**src/rtl/debug_regfile_access_ctrl_if.sv**
```systemverilog
// Debug request/response channel between debug_peripheral and debug_regfile_access_ctrl.
interface debug_regfile_access_ctrl_if;
   logic        i_Dbg_Req_Valid;
   logic        o_Dbg_Req_Ready;
   logic        i_Dbg_Req_Write;
   logic [4:0]  i_Dbg_Req_Addr;
   logic [31:0] i_Dbg_Req_Data;
   logic        o_Dbg_Rsp_Valid;
   logic [31:0] o_Dbg_Rsp_Data;
   logic        o_Dbg_Rsp_Error;

   modport slave (
      input  i_Dbg_Req_Valid,
      output o_Dbg_Req_Ready,
      input  i_Dbg_Req_Write,
      input  i_Dbg_Req_Addr,
      input  i_Dbg_Req_Data,
      output o_Dbg_Rsp_Valid,
      output o_Dbg_Rsp_Data,
      output o_Dbg_Rsp_Error
   );

   modport master (
      output i_Dbg_Req_Valid,
      input  o_Dbg_Req_Ready,
      output i_Dbg_Req_Write,
      output i_Dbg_Req_Addr,
      output i_Dbg_Req_Data,
      input  o_Dbg_Rsp_Valid,
      input  o_Dbg_Rsp_Data,
      input  o_Dbg_Rsp_Error
   );
endinterface

```
**src/rtl/debug_regfile_access_ctrl.sv**
```systemverilog
// Halts the CPU, waits for flush, then performs one debugger register-file read or write.
// Optional: DEBUG_REG_X0_GUARD_EN suppresses debug writes to register x0.
module debug_regfile_access_ctrl #(
   parameter int unsigned FLUSH_TIMEOUT_CYCLES = 1024
) (
   input  logic                         i_Clock,
   input  logic                         i_Reset,
   debug_regfile_access_ctrl_if.slave   dbg,
   input  logic                         i_Hold_Halt,
   output logic                         o_Halt_Request,
   input  logic                         i_Pipeline_Flushed,
   input  logic                         i_Cpu_Reg_Write_Enable,
   input  logic [4:0]                   i_Cpu_Reg_Write_Addr,
   input  logic [31:0]                  i_Cpu_Reg_Write_Data,
   input  logic [4:0]                   i_Cpu_Reg_Read_Addr,
   output logic                         o_Rf_Write_Enable,
   output logic [4:0]                   o_Rf_Write_Addr,
   output logic [31:0]                  o_Rf_Write_Data,
   output logic [4:0]                   o_Rf_Read_Addr,
   input  logic [31:0]                  i_Rf_Read_Data
);

   localparam int unsigned CNT_W  = $clog2(FLUSH_TIMEOUT_CYCLES);
   localparam int unsigned ADDR_W = 5;
   localparam int unsigned DATA_W = 32;

   localparam logic [2:0] ST_IDLE      = 3'd0;
   localparam logic [2:0] ST_HALT_WAIT = 3'd1;
   localparam logic [2:0] ST_ACCESS    = 3'd2;
   localparam logic [2:0] ST_READ_WAIT = 3'd3;
   localparam logic [2:0] ST_RESPOND   = 3'd4;

   localparam logic [CNT_W-1:0] CNT_LAST = CNT_W'(FLUSH_TIMEOUT_CYCLES - 1);

   logic [2:0]        state_q,     state_d;
   logic [CNT_W-1:0]  cnt_q,       cnt_d;
   logic              halt_q,      halt_d;
   logic              wr_q,        wr_d;
   logic [ADDR_W-1:0] addr_q,      addr_d;
   logic [DATA_W-1:0] data_q,      data_d;
   logic              rsp_valid_q, rsp_valid_d;
   logic [DATA_W-1:0] rsp_data_q,  rsp_data_d;
   logic              rsp_err_q,   rsp_err_d;
   logic              dbg_owns_rf_c;
   logic              dbg_we_c;

   always_ff @(posedge i_Clock) begin
      if (i_Reset) begin
         state_q     <= ST_IDLE;
         cnt_q       <= '0;
         halt_q      <= 1'b0;
         wr_q        <= 1'b0;
         addr_q      <= '0;
         data_q      <= '0;
         rsp_valid_q <= 1'b0;
         rsp_data_q  <= '0;
         rsp_err_q   <= 1'b0;
      end else begin
         state_q     <= state_d;
         cnt_q       <= cnt_d;
         halt_q      <= halt_d;
         wr_q        <= wr_d;
         addr_q      <= addr_d;
         data_q      <= data_d;
         rsp_valid_q <= rsp_valid_d;
         rsp_data_q  <= rsp_data_d;
         rsp_err_q   <= rsp_err_d;
      end
   end

   // Response fields are loaded on the edge into RESPOND, so they are valid for that one cycle only.
   always_comb begin
      state_d     = state_q;
      cnt_d       = cnt_q;
      halt_d      = halt_q;
      wr_d        = wr_q;
      addr_d      = addr_q;
      data_d      = data_q;
      rsp_valid_d = 1'b0;
      rsp_data_d  = '0;
      rsp_err_d   = 1'b0;
      case (state_q)
         ST_IDLE: begin
            halt_d = halt_q & i_Hold_Halt;
            if (dbg.i_Dbg_Req_Valid) begin
               wr_d    = dbg.i_Dbg_Req_Write;
               addr_d  = dbg.i_Dbg_Req_Addr;
               data_d  = dbg.i_Dbg_Req_Data;
               cnt_d   = '0;
               halt_d  = 1'b1;
               state_d = ST_HALT_WAIT;
            end
         end
         ST_HALT_WAIT: begin
            if (i_Pipeline_Flushed) begin
               state_d = ST_ACCESS;
            end else if (cnt_q == CNT_LAST) begin
               rsp_valid_d = 1'b1;
               rsp_err_d   = 1'b1;
               state_d     = ST_RESPOND;
            end else begin
               cnt_d = cnt_q + CNT_W'(1);
            end
         end
         ST_ACCESS: begin
            if (wr_q) begin
               rsp_valid_d = 1'b1;
               state_d     = ST_RESPOND;
            end else begin
               state_d = ST_READ_WAIT;
            end
         end
         ST_READ_WAIT: begin
            rsp_valid_d = 1'b1;
            rsp_data_d  = i_Rf_Read_Data;
            state_d     = ST_RESPOND;
         end
         ST_RESPOND: begin
            halt_d  = i_Hold_Halt;
            state_d = ST_IDLE;
         end
         default: state_d = ST_IDLE;
      endcase
   end

   assign dbg_owns_rf_c = (state_q == ST_ACCESS) || (state_q == ST_READ_WAIT);

`ifdef DEBUG_REG_X0_GUARD_EN
   assign dbg_we_c = (state_q == ST_ACCESS) && wr_q && (addr_q != '0);
`else
   assign dbg_we_c = (state_q == ST_ACCESS) && wr_q;
`endif

   // Register-file port mux: CPU pass-through except while the debugger owns the ports.
   always_comb begin
      o_Rf_Write_Enable = i_Cpu_Reg_Write_Enable;
      o_Rf_Write_Addr   = i_Cpu_Reg_Write_Addr;
      o_Rf_Write_Data   = i_Cpu_Reg_Write_Data;
      o_Rf_Read_Addr    = i_Cpu_Reg_Read_Addr;
      if (dbg_owns_rf_c) begin
         o_Rf_Write_Enable = dbg_we_c;
         o_Rf_Write_Addr   = addr_q;
         o_Rf_Write_Data   = data_q;
         o_Rf_Read_Addr    = addr_q;
      end
   end

   assign dbg.o_Dbg_Req_Ready = (state_q == ST_IDLE);
   assign dbg.o_Dbg_Rsp_Valid = rsp_valid_q;
   assign dbg.o_Dbg_Rsp_Data  = rsp_data_q;
   assign dbg.o_Dbg_Rsp_Error = rsp_err_q;
   assign o_Halt_Request      = halt_q;

endmodule

```
**src/flat_wrapper.sv**
```systemverilog
// flat-port wrapper written by rule: the top's interface ports become plain ports
module debug_regfile_access_ctrl_flat 
#(
   parameter int unsigned FLUSH_TIMEOUT_CYCLES = 1024
)
  (i_Clock, i_Reset, i_Hold_Halt, o_Halt_Request, i_Pipeline_Flushed, i_Cpu_Reg_Write_Enable, i_Cpu_Reg_Write_Addr, i_Cpu_Reg_Write_Data, i_Cpu_Reg_Read_Addr, o_Rf_Write_Enable, o_Rf_Write_Addr, o_Rf_Write_Data, o_Rf_Read_Addr, i_Rf_Read_Data, dbg_i_Dbg_Req_Valid, dbg_o_Dbg_Req_Ready, dbg_i_Dbg_Req_Write, dbg_i_Dbg_Req_Addr, dbg_i_Dbg_Req_Data, dbg_o_Dbg_Rsp_Valid, dbg_o_Dbg_Rsp_Data, dbg_o_Dbg_Rsp_Error);
  debug_regfile_access_ctrl_if dbg_i ();
  input  logic i_Clock;
  input  logic i_Reset;
  input  logic i_Hold_Halt;
  output logic o_Halt_Request;
  input  logic i_Pipeline_Flushed;
  input  logic i_Cpu_Reg_Write_Enable;
  input  logic [4:0] i_Cpu_Reg_Write_Addr;
  input  logic [31:0] i_Cpu_Reg_Write_Data;
  input  logic [4:0] i_Cpu_Reg_Read_Addr;
  output logic o_Rf_Write_Enable;
  output logic [4:0] o_Rf_Write_Addr;
  output logic [31:0] o_Rf_Write_Data;
  output logic [4:0] o_Rf_Read_Addr;
  input  logic [31:0] i_Rf_Read_Data;
  input wire logic [$bits(dbg_i.i_Dbg_Req_Valid)-1:0] dbg_i_Dbg_Req_Valid;
  output wire logic [$bits(dbg_i.o_Dbg_Req_Ready)-1:0] dbg_o_Dbg_Req_Ready;
  input wire logic [$bits(dbg_i.i_Dbg_Req_Write)-1:0] dbg_i_Dbg_Req_Write;
  input wire logic [$bits(dbg_i.i_Dbg_Req_Addr)-1:0] dbg_i_Dbg_Req_Addr;
  input wire logic [$bits(dbg_i.i_Dbg_Req_Data)-1:0] dbg_i_Dbg_Req_Data;
  output wire logic [$bits(dbg_i.o_Dbg_Rsp_Valid)-1:0] dbg_o_Dbg_Rsp_Valid;
  output wire logic [$bits(dbg_i.o_Dbg_Rsp_Data)-1:0] dbg_o_Dbg_Rsp_Data;
  output wire logic [$bits(dbg_i.o_Dbg_Rsp_Error)-1:0] dbg_o_Dbg_Rsp_Error;
  assign dbg_i.i_Dbg_Req_Valid = dbg_i_Dbg_Req_Valid;
  assign dbg_o_Dbg_Req_Ready = dbg_i.o_Dbg_Req_Ready;
  assign dbg_i.i_Dbg_Req_Write = dbg_i_Dbg_Req_Write;
  assign dbg_i.i_Dbg_Req_Addr = dbg_i_Dbg_Req_Addr;
  assign dbg_i.i_Dbg_Req_Data = dbg_i_Dbg_Req_Data;
  assign dbg_o_Dbg_Rsp_Valid = dbg_i.o_Dbg_Rsp_Valid;
  assign dbg_o_Dbg_Rsp_Data = dbg_i.o_Dbg_Rsp_Data;
  assign dbg_o_Dbg_Rsp_Error = dbg_i.o_Dbg_Rsp_Error;
  debug_regfile_access_ctrl #(.FLUSH_TIMEOUT_CYCLES(FLUSH_TIMEOUT_CYCLES)) u_core (.i_Clock(i_Clock), .i_Reset(i_Reset), .dbg(dbg_i), .i_Hold_Halt(i_Hold_Halt), .o_Halt_Request(o_Halt_Request), .i_Pipeline_Flushed(i_Pipeline_Flushed), .i_Cpu_Reg_Write_Enable(i_Cpu_Reg_Write_Enable), .i_Cpu_Reg_Write_Addr(i_Cpu_Reg_Write_Addr), .i_Cpu_Reg_Write_Data(i_Cpu_Reg_Write_Data), .i_Cpu_Reg_Read_Addr(i_Cpu_Reg_Read_Addr), .o_Rf_Write_Enable(o_Rf_Write_Enable), .o_Rf_Write_Addr(o_Rf_Write_Addr), .o_Rf_Write_Data(o_Rf_Write_Data), .o_Rf_Read_Addr(o_Rf_Read_Addr), .i_Rf_Read_Data(i_Rf_Read_Data));
endmodule
```
**config.mk**
```make
export PLATFORM = sky130hd
export DESIGN_NAME = debug_regfile_access_ctrl_flat
export DESIGN_NICKNAME = d
export VERILOG_FILES = /design/src/rtl/debug_regfile_access_ctrl_if.sv /design/src/rtl/debug_regfile_access_ctrl.sv /design/src/flat_wrapper.sv
export SDC_FILE = /design/constraint.sdc
export NUM_CORES = 1
export LEC_CHECK = 0
export CORE_MARGIN = 2
export CORE_UTILIZATION = 39
export DETAILED_ROUTE_END_ITERATION = 16
export GPL_TIMING_DRIVEN = 0
export PLACE_DENSITY = 0.81
export SLEW_MARGIN = 5
export SYNTH_ARGS = -nofsm -noshare
export SYNTH_HDL_FRONTEND = slang
export SYNTH_SLANG_ARGS = --single-unit
```
**constraint.sdc**
```tcl
create_clock -name i_Clock -period 2.6 [get_ports i_Clock]
set_clock_uncertainty 0.15 [all_clocks]
set_input_delay 0.52 -clock i_Clock [delete_from_list [all_inputs] [get_ports i_Clock]]
set_output_delay 0.52 -clock i_Clock [all_outputs]
set_load 0.01 [all_outputs]
```
==> impl_metrics.json, run 1 <==
{
  "syn-instance-count": 468,
  "synthDistinctLibCells": 41,
  "cts_sinks": 86,
  "cts_root_buf": "clkbuf_8",
  "max_freq_ghz": 0.401,
  "status": "finished, final reports clean",
  "power_switching_uw": 774,
  "antenna_found_initial": 0,
  "clkPwrFrac_pct": 33.8,
  "drive_above_1_share_pct": 8.18,
  "fp.dieArea_um2": 9890,
  "crit_path_start_kind": "flop",
  "synth_edf_count": 0,
  "powerDensity_nw_per_um2": 513,
  "dr_total_vias": 3872,
  "endpoint_kind": "output port",
  "max_slew_margin_pct": 60.7,
  "synth_nets": 587,
  "setup_slack_ns": 0.106,
  "rows": 34,
  "fillers": 726,
  "drt-pass1-iter-count": 5,
  "nets": 799,
  "cts_buffers": 9,
  "synth_area_leaders": "dfxtp_1 (48%), nand2_1 (22%), a21oi_1 (6.9%)",
  "die_y_um": 99.5,
  "synth_area_leader_cell": "dfxtp_1",
  "wl_per_cell_um": 14.3,
  "cts_buffer_depth": 2,
  "path_cells": "buf_6 > inv_1 > nor2_4 > clkbuf_8 > buf_12 > buf_4 > nand2_1 > nand2_1 > dlygate4sd2_1",
  "worstMarginPinSlew_ns": 0.586,
  "start_util_pct": 40.5,
  "core_area_um2": 8760,
  "p_comb_share_pct": 20.3,
  "cp_max_fo": 9,
  "synth_common_cells": "nand2_1 (206), dfxtp_1 (86), a21oi_1 (49)",
  "cts_hold_buf": 0,
  "via_per_inst": 4.88,
  "remaining_drc_errors": 0,
  "dp_cells": 771,
  "syn_avg_cell_area_um2": 7.59,
  "max_stage_delay_ns": 0.33,
  "p_leak_nw": 2.55,
  "period_minus_slack_ns": 2.49,
  "ys.warnings.count": 0,
  "htree_levels": 3,
  "ys_seq_area_share_pct": 48.5,
  "io_pins": 197,
  "syn_area_um2": 3550,
  "detailed_place_hpwl_um": 8690,
  "grt_pass1_vias": 3896,
  "final_cells": 793,
  "crit_required_ns": 1.93,
  "crit_arrival_ns": 1.82,
  "synth_top_area_share_pct": 48.5,
  "ir_worst_vdd_v": 0.000397,
  "grt_pass1_wl_um": 18000,
  "async_flop_share_pct": 0,
  "crit_top_cell": "nand2_1",
  "worstSkewPairLatency_ns": 0.34,
  "gp_congestion": 0.890,
  "overflow": 0,
  "slowest_stage": "dfxtp_1",
  "drt-total-wl_um": 11300,
  "cts.clk_slew.worst_paths_ns": 0.08,
  "grt_max_degree": 15,
  "maxSlewViolCount": 0,
  "hold_viol": 0,
  "ys.flop_type": "dfxtp_1",
  "drt_iter0_markers": 145,
  "min_period_over_period_pct": 95.9,
  "intPower_mw": 2.28,
  "placement.io_buffers": 195,
  "path_class": "reg2out",
  "num_antenna_cells": 0,
  "maxCapViolCount": 0,
  "grt_use_total_pct": 22.8,
  "post-place-ws_ns": -0.521,
  "min_path_type": "in2reg",
  "switching_share_pct": 25.3,
  "synth-seq-cells": 86,
  "die_w_um": 99.5,
  "critPathTopFamily": "buffers and inverters",
  "seq_power_share_pct": 45.8,
  "synth_most_common_cell": "nand2_1",
  "critPathBufInv": 6,
  "ant_nets": 0,
  "cts_tree": "yes",
  "syn_to_final_growth_pct": 67.7,
  "setup_viol": 0
}
==> logic make-up after synthesis <==
group                      Yosys count  synth area share, %
AOI/OAI and AO/OA                   72                 12.5
adders and majority gates            1                0.352
buffers and inverters               33                 4.54
DFF                                 86                 48.5
muxes                                1                0.282
and+or+nand+nor                    275                 33.9
==> final cells by class <==
| class | count | area, um^2 | area share, % |
|---|---|---|---|
| flip-flops and latches | 86 | 1720 | 28.9 |
| clock inverters | 5 | 81.3 | 1.36 |
| multi-input cells | 349 | 1690 | 28.3 |
| well taps | 108 | 135 | 2.27 |
| repair buffers | 202 | 1980 | 33.2 |
| plain buffers | 30 | 211 | 3.55 |
| inverters | 2 | 7.51 | 0.126 |
| clock buffers | 11 | 141 | 2.37 |
==> timing repair <==
action	CTS	global route
gates resized for setup	57	34
pin swaps	1	0
cloned	0	0
endpoints found under the setup margin	43	18
setup buffers	5	2
endpoints found under the hold margin	0	0
==> stage by stage <==
stage | power (mW) | setup TNS [ns] | cell area, um^2 | util [%] | hold slack, ns
finish | 3.06 | 0 | 5960 | 68.0 | 0.256
floorplan | 1.69 | 0 | 3550 | - | 0.287
global route | 3.21 | -0.0203 | 5960 | 68.0 | 0.240
CTS | 3.07 | 0 | 5920 | 67.5 | 0.241
global placement | 2.04 | -10.98 | 5640 | 64.4 | 0.293
detailed placement | 2.06 | -13.39 | 5640 | 64.4 | 0.297
==> registers in the layout, indices dropped and copies added, names as in the netlist <==
| name | count |
|---|---|
| u_core.dbg.o_Dbg_Rsp_Error | 1 |
| u_core.dbg.o_Dbg_Rsp_Data | 32 |
| u_core.cnt_q | 10 |
| u_core.state_q | 3 |
| u_core.data_q | 32 |
| u_core.dbg.o_Dbg_Rsp_Valid | 1 |
| u_core.addr_q | 5 |
| u_core.o_Halt_Request | 1 |
| u_core.wr_q | 1 |
==> layout by cell type (no fill, tap or decap), types with 4 or more instances in the layout <==
| cell type | n |
|---|---|
| nand2_1 | 206 |
| clkdlybuf4s50_1 | 153 |
| dfxtp_1 | 86 |
| a21oi_1 | 49 |
| and2_1 | 33 |
| dlygate4sd2_1 | 18 |
| clkbuf_8 | 15 |
| clkbuf_1 | 15 |
| clkdlybuf4s15_1 | 10 |
| clkbuf_2 | 8 |
| dlymetal6s2s_1 | 7 |
| nor2_1 | 6 |
| buf_4 | 6 |
| buf_2 | 5 |
| nor3_1 | 5 |
| o21ai_0 | 5 |
| buf_6 | 4 |
| nand2b_1 | 4 |
| o31ai_1 | 4 |
| nand3_1 | 4 |
| a311oi_1 | 4 |
==> worst register-to-register path: cells and delay by family (launching register included) <==
kind,cells,cell delay [ns]
compound gates,1,0.15
simple gates,3,0.76
fa+ha+maj,1,0.26
buf+inv,2,0.30
flops,1,0.37
==> path summary, 6_finish.rpt <==
check	from	end	slack [ns]	cells after the start
max	u_core.state_q[1]	o_Rf_Write_Addr[4]	0.11	9
min	i_Reset	u_core.cnt_q[3]	0.26	2
max reg2reg	u_core.cnt_q[0]	u_core.cnt_q[1]	0.56	7
min reg2reg	u_core.data_q[27]	u_core.data_q[27]	0.31	2
==> power groups by stage <==
stage	clock [mW]	sequential (mW)	combinational, mW
after global placement	0	1.43	0.617
after floorplan	0	1.43	0.261
after detailed placement	0	1.43	0.629
after global routing	1.12	1.41	0.682
final	1.03	1.40	0.622
after CTS	1.06	1.40	0.618
==> layer usage <==
metal | vias to the layer above | GRT usage [%] | wire length, um
met5 | - | 0 | 0
met4 | 0 | 8.85 | 267
met3 | 22 | 8.36 | 1220
met2 | 184 | 41.1 | 5570
met1 | 1730 | 24.3 | 4270
li1 | 1936 | - | -
Note: power is estimated with default switching activity, not from simulation.
==> inputs of run 2 (changes only) <==
--- a/config.mk
+++ b/config.mk
@@ -9,6 +9,7 @@
 export CORE_UTILIZATION = 39
 export DETAILED_ROUTE_END_ITERATION = 16
 export GPL_TIMING_DRIVEN = 0
+export MAX_ROUTING_LAYER = met4
 export PLACE_DENSITY = 0.81
 export SLEW_MARGIN = 5
 export SYNTH_ARGS = -nofsm -noshare
==> impl_metrics.json, run 2 (same netlist as run 1, synthesis figures left out) <==
{
  "grt_max_degree": 15,
  "reg2reg_slack_ns": 0.55,
  "max_stage_delay_ns": 0.33,
  "post-place-ws_ns": -0.521,
  "path_class": "reg2out",
  "gp_congestion": 0.905,
  "max_freq_ghz": 0.401,
  "dr_total_vias": 3855,
  "detailed_place_hpwl_um": 8690,
  "nets": 799,
  "grt_pass1_vias": 3910,
  "antenna_found_initial": 0,
  "grtUsageMet1_pct": 25.9,
  "hold_viol": 0,
  "worstSkewPairLatency_ns": 0.34,
  "powerDensity_nw_per_um2": 512,
  "overflow": 0,
  "max_slew_margin_pct": 60.2,
  "cts_buffers": 9,
  "cts_tree": "yes",
  "placement.io_buffers": 195,
  "crit_arrival_ns": 1.82,
  "fin_area_um2": 5960,
  "cts_sinks": 86,
  "wl_per_cell_um": 14.3,
  "cts.clk_slew.worst_paths_ns": 0.08,
  "status": "finished, final reports clean",
  "tns_ns": 0,
  "cp_max_fo": 9,
  "p_total_mw": 3.05,
  "num_antenna_cells": 0,
  "worstMarginPinSlew_ns": 0.595,
  "crit_required_ns": 1.93,
  "final_cells": 793,
  "die_y_um": 99.5,
  "io_pins": 197,
  "p_leak_nw": 2.55,
  "drt-pass1-iter-count": 5,
  "syn_to_final_growth_pct": 67.7,
  "met2_usage_pct": 41.0,
  "core_area_um2": 8760,
  "cts_root_buf": "clkbuf_8",
  "setup_slack_ns": 0.109,
  "critPathBufInv": 6,
  "maxSlewViolCount": 0,
  "grt-busiest-layer": "met2",
  "start_util_pct": 40.5,
  "grt_use_total_pct": 23.6,
  "die_w_um": 99.5,
  "dp_cells": 771,
  "min_path_type": "in2reg",
  "rows": 34,
  "htree_levels": 3,
  "use_met3_pct": 6.11,
  "grt_pass1_wl_um": 18000,
  "slowest_stage": "dfxtp_1",
  "ant_nets": 0,
  "remaining_drc_errors": 0,
  "final_common_cell": "nand2_1",
  "maxCapViolCount": 0,
  "crit_top_cell": "nand2_1",
  "drt-total-wl_um": 11300,
  "via_per_inst": 4.86,
  "drt_iter0_markers": 153,
  "setup_viol": 0,
  "min_period_over_period_pct": 95.8,
  "ir_worst_vdd_v": 0.000397,
  "period_minus_slack_ns": 2.49,
  "post_dp_cell_area_um2": 5640,
  "final_cell_mix": "nand2_1 (206), clkdlybuf4s50_1 (153), dfxtp_1 (86), a21oi_1 (49), and2_1 (33)",
  "endpoint_kind": "output port",
  "fp.dieArea_um2": 9890,
  "cts_buffer_depth": 2,
  "drive_above_1_share_pct": 8.18,
  "crit_path_start_kind": "flop",
  "path_cells": "buf_6 > inv_1 > nor2_4 > clkbuf_8 > buf_12 > buf_4 > nand2_1 > nand2_1 > dlygate4sd2_1",
  "critPathTopFamily": "buffers and inverters"
}
==> run 2: cell counts in the layout (fill, tap and decap cells not counted) <==
No cell type changed its count.
==> run 2: report_power, final <==
group	total [mW]	switching (mW)	internal (mW)
sequential	1.40	0.0305	1.37
clock	1.03	0.462	0.570
combinational	0.622	0.280	0.342
==> run 2: layer usage <==
metal | routed length, um | share of wire (%)
met1 | 4440 | 39
met2 | 5650 | 50
met3 | 1000 | 8.8
met4 | 213 | 1.9
met5 | 0 | 0
==> run 2: repair_timing <==
action                                  in CTS  in global routing
hold buffers                                 0                  0
hold endpoints to repair                     0                  0
pin swaps                                    1                  0
buffers inserted                             5                  2
resized for setup                           57                 34
endpoints found under the setup margin      43                 18
==> run 2: path summary, 6_finish.rpt <==
kind	startpoint	depth (start not counted)	end
max reg2reg	u_core.cnt_q[0]	7	u_core.cnt_q[1]
min	i_Reset	2	u_core.cnt_q[3]
min reg2reg	u_core.data_q[27]	2	u_core.data_q[27]
max	u_core.state_q[1]	9	o_Rf_Write_Addr[4]
==> run 2: final cells by class <==
type                            instances  area (um^2)
Sequential cell                        86         1720
Tap cell                              108          135
Clock buffer                           11          141
Buffer                                 30          211
Timing Repair Buffer                  202         1980
Inverter                                2         7.51
Fill cell                             726         2800
Clock inverter                          5         81.3
Multi-Input combinational cell        349         1690
==> run 2: worst reg2reg max path, cell delays in order, from the launching register on <==
cell and delay, ns:
dfxtp_1 0.37, ha_1 0.26, and4_2 0.23, buf_2 0.17, and3_1 0.17, buf_6 0.13
or3_1 0.36, a21oi_1 0.15
==> run 2: metrics by stage <==
stage	hold slack [ns]	util, %
final	0.260	68.0
after global routing	0.236	68.0
after CTS	0.241	67.5
after detailed placement	0.297	64.4
after global placement	0.293	64.4
after floorplan	0.287	-
